## config.mk

```make
export PLATFORM = sky130hd
export DESIGN_NAME = clock_multiplier_controller
export DESIGN_NICKNAME = d
export VERILOG_FILES = /design/src/rtl/clock_multiplier_controller.sv
export SDC_FILE = /design/constraint.sdc
export NUM_CORES = 1
export LEC_CHECK = 0
export BUFFER_PORTS_ARGS = -buffer_cell sky130_fd_sc_hd__buf_2
export CORE_MARGIN = 1.5
export CORE_UTILIZATION = 45
export CTS_BUF_LIST = sky130_fd_sc_hd__clkbuf_8
export CTS_CLUSTER_SIZE = 25
export DETAILED_ROUTE_END_ITERATION = 10
export PLACE_DENSITY = 0.79
export SLEW_MARGIN = 20
export SYNTH_ARGS = -nofsm -noshare
export SYNTH_HDL_FRONTEND = slang
export SYNTH_SLANG_ARGS = --single-unit
```

## constraint.sdc

```tcl
create_clock -name clock -period 1.75 [get_ports clock]
set_input_delay 0.2625 -clock clock [delete_from_list [all_inputs] [get_ports clock]]
set_output_delay 0.2625 -clock clock [all_outputs]
set_load 0.05 [all_outputs]
```

## src/rtl/clock_multiplier_controller.sv

```systemverilog
// clock_multiplier_controller
//
// On/off sequencer for a shared multiplied-clock resource: a clock multiplier
// (DLL/PLL) followed by a clock gate. Requests from any consumer power the
// multiplier up, wait a fixed lock time, then open the gate. After an idle
// timeout with no requests the gate closes and the multiplier is disabled
// one cycle later. Grants are only issued while the gate is open.
//
// Ports:
//   clock              reference clock, rising edge
//   resetn             asynchronous active-low reset
//   requests           level request per requester, synchronous to clock
//   grants             registered grant per requester (requests & open gate)
//   multiplier_enable  enable to the multiplier
//   clock_gate_enable  enable to the clock gate on the multiplied clock
//   busy               high whenever the sequencer is not DISABLED
module clock_multiplier_controller #(
    parameter int REQUESTERS  = 4,
    parameter int LOCK_CYCLES = 16,
    parameter int IDLE_CYCLES = 8
) (
    input  logic                  clock,
    input  logic                  resetn,
    input  logic [REQUESTERS-1:0] requests,
    output logic [REQUESTERS-1:0] grants,
    output logic                  multiplier_enable,
    output logic                  clock_gate_enable,
    output logic                  busy
);

    localparam int MAX_CYCLES = (LOCK_CYCLES > IDLE_CYCLES) ? LOCK_CYCLES : IDLE_CYCLES;
    localparam int CNT_W      = $clog2(MAX_CYCLES + 1);

    localparam logic [CNT_W-1:0] LOCK_LOAD = CNT_W'(LOCK_CYCLES);
    localparam logic [CNT_W-1:0] IDLE_LOAD = CNT_W'(IDLE_CYCLES);
    localparam logic [CNT_W-1:0] CNT_ONE   = CNT_W'(1);

    typedef enum logic [2:0] {
        ST_DISABLED,
        ST_LOCKING,
        ST_ACTIVE,
        ST_IDLE,
        ST_STOPPING
    } state_t;

    state_t           state;
    state_t           state_next;
    logic [CNT_W-1:0] count;
    logic [CNT_W-1:0] count_next;
    logic             any_request;

    assign any_request = |requests;
    assign busy        = (state != ST_DISABLED);

    always_comb begin
        state_next = state;
        count_next = count;
        case (state)
            ST_DISABLED: begin
                if (any_request) begin
                    state_next = ST_LOCKING;
                    count_next = LOCK_LOAD;
                end
            end
            // Requests are ignored while locking; an aborted request still
            // completes the lock and then times out through IDLE.
            ST_LOCKING: begin
                if (count <= CNT_ONE) begin
                    state_next = ST_ACTIVE;
                    count_next = '0;
                end else begin
                    count_next = count - CNT_ONE;
                end
            end
            ST_ACTIVE: begin
                if (!any_request) begin
                    state_next = ST_IDLE;
                    count_next = IDLE_LOAD;
                end
            end
            // A request on the expiry cycle takes priority over shutdown.
            ST_IDLE: begin
                if (any_request) begin
                    state_next = ST_ACTIVE;
                end else if (count <= CNT_ONE) begin
                    state_next = ST_STOPPING;
                    count_next = '0;
                end else begin
                    count_next = count - CNT_ONE;
                end
            end
            ST_STOPPING: begin
                state_next = ST_DISABLED;
            end
            default: begin
                state_next = ST_DISABLED;
                count_next = '0;
            end
        endcase
    end

    // Outputs are registered from the next state so they change on the same
    // edge as the state itself. Grants use the registered gate value, which
    // keeps the gate open at least one cycle ahead of any grant.
    always_ff @(posedge clock or negedge resetn) begin
        if (!resetn) begin
            state             <= ST_DISABLED;
            count             <= '0;
            multiplier_enable <= 1'b0;
            clock_gate_enable <= 1'b0;
            grants            <= '0;
        end else begin
            state             <= state_next;
            count             <= count_next;
            multiplier_enable <= (state_next != ST_DISABLED);
            clock_gate_enable <= (state_next == ST_ACTIVE) || (state_next == ST_IDLE);
            grants            <= requests & {REQUESTERS{clock_gate_enable}};
        end
    end

endmodule

```

---- After elaboration in Yosys (flattened, before gate mapping) ----
Cells that the tools add are included.
storage, ports and cells
  bits in registers ....................... 14
  bits in latches ......................... 0
  RAM bits ................................ 0
  memory bits (read-only) ................. 0
  output and inout port bits .............. 7
  word-level logic and storage cells ...... 35
  memories kept ........................... 0
cells by class
  add/subtract/negate cells ............... 1
  multiply operators ...................... 0
  divide/modulo/power cells ............... 0
  order comparisons ....................... 1
  equal/unequal tests ..................... 9
  shifts and indexed selects .............. 0
  muxes and demuxes ....................... 11
  bitwise gates (word level) .............. 2
  reduce and logical (&&, ||, !) cells .... 6
operators with widths
  cell                   count
  $pmux W5 S5            1
  $mux W5                4
  $mux W3                5
  $eq A3 B2 Y1 const B   4
  $pmux W3 S4            1
  $ne A2 B2 Y1 const B   3
  $reduce_bool A3 Y1     2
  $le A5 B1 Y1 const B   1
  $sub A5 B1 Y5 const B  1
  $and A4 B4 Y4          1
  $reduce_and A4 Y1      1
  $reduce_or A4 Y1       1
  $eq A3 B1 Y1 const B   1
  $eq A3 B3 Y1 const B   1
  $logic_not A3 Y1       1
  $logic_or A1 B1 Y1     1
  $not A1 Y1             1

---- Logic depth before layout (Yosys ltp) ----
Gate-level depths: netlist of run 1.
  depth after elaboration ................. 6
  gate-level depth with buffers ........... 6
  mapped depth without buffers ............ 6

---- Worst setup path after synthesis of run 1 ----
OpenSTA, ideal clock, no wires.
  path kind ............................... register -> output
  start point ............................. register state[2]
  end point ............................... output busy
  arrival time ............................ 1138 ps
  required time ........................... 1487 ps
  path slack .............................. 350 ps
  stages on the path, launching flop included .. 3
  path buffers ............................ 1
  path through ............................ dfrtp_1 -> clkbuf_1 -> or3_1
on the way
  cells in the longest elaborated chain, start to end .. 1
ends and longest elaborated chain
  what                    RTL line  RTL
  start, declared         46        state_t state;
  start signal, assigned  113       state <= state_next;
  $reduce_bool A3 Y1      53        assign busy = (state != ST_DISABLED);
  end, declared           28        output logic busy
No other way between the ends.

---- Worst setup path after layout of run 1 ----
Ends and elaborated chain as after synthesis.

==> results.md, run 1 <==
* H-tree depth at 1
* # fillers at between 100 and 150
* Initial antenna violation count at 0
* Slew margin rel. at 0.644
* Clock latency on the worst-skew pair at roughly 0.25 ns
* GR Overflow Total at 0
* Seq. cell area at ~350 sq um
* Final Non-Filler Cells at about 100
* Area growth from synthesis to layout at 18.9%
* Layout cells sized above 1 at 0.229
* GRT Total Usage at 0.196
* GRT met1 Usage at 0.229
* Setup crit end kind: output port
* Largest net degree at the start of global routing at 15
* CP max FO at 12
* Setup violations, final at 0
* Yosys top cell area share at 0.496
* Die H at around 43 um
* Cell Count Post-Placement at 94
* ANT nets after route at 0
* Routed vias/inst at approximately 6.1
* Post-synth top area cell: dfrtp_1
* Final HPWL DP at ~1.1 mm
* Synth Warn # at 0
* CP max stage delay at approximately 0.5 ns
* Final Cycle Share at 0.932
* Final worst slack at 0.119 ns
* Worst Hold Path EP: grants[3]
* Vias in the first global route at ~560
* M3 GR Usage at 0.0388
* Lkg Pwr at 0.383 nW
* Top Ports at 13
* Hold path start: requests[3]
* M2 GR Usage at 0.309
* Crit-path cells: or3_1 > buf_2
* Post-Route Setup TNS at 0 ns
* Distinct cell type count after synthesis at 31
* Via count at ~600
* Width of the die at 42.6 um
* RR Endpoint: count[2]
* Startpoint types: flip-flop
* Post-route DRC at 0
* Fin. Hold Viols at 0
* Row count at 14
* Reg2reg path depth at 5
* Num CTS Buffers at 3
* Post-CTS Setup Repair Bufs at 0
* Max Cap Viol at 0
* Synthesized area at between 700 and 800 sq um
* Reg clk slew, reported paths at 0.06 ns
* Cell at the root of the clock tree: clkbuf_8
* Initial Util at 0.475
* Status: finished clean
* Layout Nets at slightly above 90
* Fmax at about 600 MHz
* Global-route wire length before repair at 2.55 mm
* Synth top area cells: dfrtp_1, and2_1, ha_1
* R2R Setup Slk at ~0.18 ns
* RR Startpoint: count[0]
* Slew Limit Fails at 0
* VDD IR max at ~0.90 mV
* Dpl ws at 0.161 ns
* Slowest-stage cell, CP: dfrtp_1
* Mean Syn Cell Area at slightly above 10 sq um
* Register bit total from synthesis at 14
* Tightest Pin Transition at between 0.5 and 0.6 ns
* Core area at ~1500 sq um
* WL per Instance at approximately 15 um
* Overall Power at 1.39 mW
* Final clock skew at between 0.0004 and 0.0005 ns
* Register area share after synthesis at 0.496
* CP required at about 1.5 ns
* Setup CP Type: reg2out
* Worst hold stages at 2
* Final Routed Wirelength at between 1 and 1.5 mm
* Global routing's busiest layer: met2
* RSZ-0062 raised after global routing: false
* Data arrival, critical path at around 1.4 ns
* Power per cell area at between 1500 and 2000 nW/um^2
* CTS resizes at 0
* Syn Nets at 77
* CTS tree: done
* Area of the multi-input gates at about 340 sq um
* CTS Sinks at 14
* Die area at about 1800 sq um
* CP Launch Point: state[2]
* Detailed router's first-iteration violation count at 19
* PortBufs at 12
* Clk buf depth at 2
* RD Place Congestion at ~0.84
* Mapped Cells at 69
* Hold WC Path Type: in2reg
* Drt pass-1 iters at 4
* Antenna fix cells at 0
* Hold_ws at 0.297 ns
* Post-route minimum period at roughly 1.6 ns
-- cells in the mapped netlist (all sizes together) --
library cell  instances
and3                  1
a21oi                 4
inv                   2
and2                  4
nand3                 1
clkbuf                3
dfrtp                14
o211ai                1
a21o                  2
a32oi                 1
nor3b                 1
a211o                 1
nor2b                 1
nand2b                3
nor3                  4
nor4                  1
o21ai                 6
o22ai                 1
o41ai                 1
mux2i                 2
nand2                 3
o2bb2ai               1
xor2                  1
or4                   1
a221o                 1
o21bai                1
ha                    2
nor2                  4
or3                   1
-- sequential cells by signal, summed over array words and instances, names as in the netlist --
name,cells
count,5
grants,4
state,3
clock_gate_enable,1
multiplier_enable,1
-- cell usage in the layout (no fill, tap or decap) --
master / instances
a211o_1: 1
a21o_1: 2
a21oi_1: 3
a21oi_2: 1
a221o_1: 1
a32oi_1: 1
and2_1: 4
and3_1: 1
buf_2: 12
clkbuf_8: 4
dfrtp_1: 14
dlygate4sd3_1: 1
ha_1: 2
inv_1: 2
mux2i_1: 2
nand2_1: 3
nand2b_1: 3
nand3_1: 1
nor2_1: 4
nor2b_1: 1
nor3_1: 4
nor3b_1: 1
nor4_2: 1
o211ai_1: 1
o21ai_0: 4
o21ai_1: 2
o21bai_1: 1
o22ai_1: 1
o2bb2ai_1: 1
o41ai_2: 1
or3_1: 1
or4_1: 1
xor2_1: 1
-- per-stage QoR --
step           area (sq um)   util
2_1_floorplan           707      -
3_3_place_gp            776  0.521
3_5_place_dp            776  0.521
4_1_cts                 841  0.565
5_1_grt                 841  0.565
6_report                841  0.565
-- per-layer routing --
metal	up-vias	share of wire
met5	-	0
met1	291	0.41
met3	9	0.043
met4	0	0.046
li1	278	-
met2	23	0.50
-- cell families after synthesis --
family / after synthesis / synth area share
compound gates: 20 / 0.202
xor+xnor: 1 / 0.0124
fa+ha+maj: 2 / 0.0354
buf+inv: 5 / 0.0266
flops: 14 / 0.496
mux: 2 / 0.0283
simple gates: 25 / 0.200
-- timing repair --
action	CTS	global route
hold endpoints to repair	14	0
setup endpoints to repair	0	0
hold buffers	1	0
-- power by group --
group / internal [mW] / switching [mW] / total (mW)
clock network: 0.200 / 0.121 / 0.320
registers: 0.410 / 0.108 / 0.518
logic: 0.194 / 0.355 / 0.549
-- worst max path at each step --
stage / depth (start not counted) / end / slack (ns)
6_report: 2 / busy / 0.12
5_1_grt: 6 / count[4] / 0.05
4_1_cts: 2 / busy / 0.13
3_5_place_dp: 5 / count[2] / 0.16
3_3_place_gp: 5 / count[2] / 0.23
2_1_floorplan: 2 / busy / 0.35
-- final cells by class --
| cell class | count | share of cell area |
|---|---|---|
| multi-input cells | 50 | 0.402 |
| clock buffers | 4 | 0.0655 |
| well taps | 16 | 0.0238 |
| flip-flops and latches | 14 | 0.417 |
| repair buffers | 13 | 0.0833 |
| inverters | 2 | 0.00893 |
-- critical path, delay by kind of cell, from the launching register on --
family / cells / cell delay [ns]
buffers and inverters: 1 / 0.21
DFF: 1 / 0.50
and+or+nand+nor: 1 / 0.40
Power figures use the tool's default switching activity.
==> run 2: changes to the inputs <==
--- a/config.mk
+++ b/config.mk
@@ -6,7 +6,6 @@
 export NUM_CORES = 1
 export LEC_CHECK = 0
 export BUFFER_PORTS_ARGS = -buffer_cell sky130_fd_sc_hd__buf_2
-export CORE_MARGIN = 1.5
 export CORE_UTILIZATION = 45
 export CTS_BUF_LIST = sky130_fd_sc_hd__clkbuf_8
 export CTS_CLUSTER_SIZE = 25
==> run 2 against run 1 <==
Worst hold slack got worse by 0.0099 ns. Clock power fell by 4%. Largest cell class unchanged. Largest power group unchanged. Cell area fell by 0.15%. Global-route usage fell by 0.72 points. Setup slack improved by 0.0055 ns.
==> results.md, run 2 (same netlist as run 1, synthesis figures left out) <==
* # fillers at 113 (was 131)
* RSZ-0062 raised after global routing: false (unchanged)
* Final Routed Wirelength at 1.39 mm (was 1.49 mm)
* Die H at 41.6 um (was 42.6 um)
* Num CTS Buffers at 3 (unchanged)
* Most flops, register: count (unchanged)
* Clock latency on the worst-skew pair at 0.25 ns (about the same)
* WL per Instance at 14.2 um (was 15.0 um)
* Util after Layout at 0.607 (was 0.565)
* Width of the die at 41.6 um (was 42.6 um)
* Final clock skew at 0.00189 ns (was 0.000484 ns)
* Global-route wire length before repair at 2.42 mm (was 2.55 mm)
* Fin. Hold Viols at 0 (unchanged)
* Vias in the first global route at 555 (was 558)
* Startpoint types: flip-flop (unchanged)
* GRT met1 Usage at 0.220 (was 0.229)
* Largest net degree at the start of global routing at 15 (unchanged)
* Core area at 1380 sq um (was 1490 sq um)
* CTS Sinks at 14 (unchanged)
* M3 GR Usage at 0.0826 (was 0.0388)
* VDD IR max at 1.31 mV (was 0.902 mV)
* CTS resizes at 0 (unchanged)
* Post-route minimum period at 1.63 ns (about the same)
* CTS tree: done (unchanged)
* Reg clk slew, reported paths at 0.05 ns (was 0.06 ns)
* Post-Route Setup TNS at 0 ns (unchanged)
* ANT nets after route at 0 (unchanged)
* Top Ports at 13 (unchanged)
* GR Overflow Total at 0 (unchanged)
* Overall Power at 1.37 mW (was 1.39 mW)
* Setup CP Type: reg2out (unchanged)
* Cell at the root of the clock tree: clkbuf_8 (unchanged)
* Row count at 13 (was 14)
* Slew margin rel. at 0.651 (was 0.644)
* Hold-fix buffers, CTS at 1 (unchanged)
* Max FFs per register at 5 (unchanged)
* Data arrival, critical path at 1.36 ns (was 1.37 ns)
* Cell area after layout at 840 sq um (was 841 sq um)
* Hold path start: requests[0] (was requests[3])
* Layout cells sized above 1 at 0.229 (unchanged)
* Status: finished clean (unchanged)
* Max Cap Viol at 0 (unchanged)
* R2R Setup Slk at 0.23 ns (was 0.18 ns)
* Final Cycle Share at 0.929 (was 0.932)
* GRT Total Usage at 0.189 (was 0.196)
* Final Non-Filler Cells at 98 (was 99)
* Tightest Pin Transition at 0.518 ns (was 0.529 ns)
* Placement-stage cell area at 774 sq um (was 776 sq um)
* RD Place Congestion at 0.852 (was 0.839)
* PortBufs at 12 (unchanged)
* Cell Count Post-Placement at 93 (was 94)
* Final HPWL DP at 1.00 mm (was 1.08 mm)
* H-tree depth at 1 (unchanged)
* Area growth from synthesis to layout at 18.8% (was 18.9%)
* Power per cell area at 1630 nW/um^2 (was 1650 nW/um^2)
* Initial antenna violation count at 0 (unchanged)
* Area of the multi-input gates at 338 sq um (unchanged)
* CP required at 1.49 ns (about the same)
* Setup crit end kind: output port (unchanged)
* Antenna fix cells at 0 (unchanged)
* M2 GR Usage at 0.294 (was 0.309)
* Hold WC Path Type: in2reg (unchanged)
* Fmax at 615 MHz (was 613 MHz)
* Layout Nets at 92 (unchanged)
* RR Startpoint: count[0] (unchanged)
* CP Launch Point: state[2] (unchanged)
* Post-route DRC at 0 (unchanged)
* Initial Util at 0.511 (was 0.475)
* Clk buf depth at 2 (unchanged)
* Worst Hold Path EP: grants[0] (was grants[3])
* Via count at 579 (was 601)
* Commonest non-fill, non-tap cell in the layout: dfrtp_1 (unchanged)
* Seq. cell area at 350 sq um (unchanged)
* Die area at 1730 sq um (was 1820 sq um)
* Global routing's busiest layer: met2 (unchanged)
* Routed vias/inst at 5.91 (was 6.07)
* Lkg Pwr at 0.383 nW (unchanged)
* CP max FO at 12 (unchanged)
* Setup violations, final at 0 (unchanged)
* Post-CTS Setup Repair Bufs at 0 (unchanged)
* Drt pass-1 iters at 4 (unchanged)
* RR Endpoint: count[2] (unchanged)
* Regs by FF count: count x5, grants x4, state x3 (unchanged)
* Detailed router's first-iteration violation count at 15 (was 19)
* Slew Limit Fails at 0 (unchanged)
* Reg2reg path depth at 5 (unchanged)
* Worst hold stages at 2 (unchanged)
* Commonest cells after routing, fill and taps aside: dfrtp_1, buf_2 (unchanged)
run 2: report_power, final:
group	switching (mW)	internal (mW)
logic	0.352	0.194
clock network	0.109	0.199
registers	0.104	0.411
run 2: final cells by class:
cell class,instances,area share
flip-flops and latches,14,0.417
multi-input cells,50,0.402
inverters,2,0.00894
clock buffers,4,0.0656
well taps,15,0.0224
repair buffers,13,0.0835
run 2: through the flow:
stage               hold WS (ns)  setup WS [ns]
floorplan                -0.0331          0.350
global placement           0.171          0.227
detailed placement         0.172          0.172
CTS                        0.282          0.117
global route               0.303         0.0654
finish                     0.287          0.125
run 2: critical path, stage by stage, from the launching register on:
cell,delay (ns)
dfrtp_1,0.49
or3_1,0.41
buf_2,0.22
run 2: routing by layer:
| metal | vias to the layer above | wire length, um |
|---|---|---|
| li1 | 275 | - |
| met1 | 282 | 566 |
| met2 | 14 | 692 |
| met3 | 8 | 79 |
| met4 | 0 | 50 |
| met5 | - | 0 |
run 2: worst max path at each step:
stage               end  slack, ns
4_1_cts            busy       0.12
5_1_grt            busy       0.07
6_report           busy       0.12
2_1_floorplan      busy       0.35
3_5_place_dp   count[2]       0.17
3_3_place_gp   count[2]       0.23
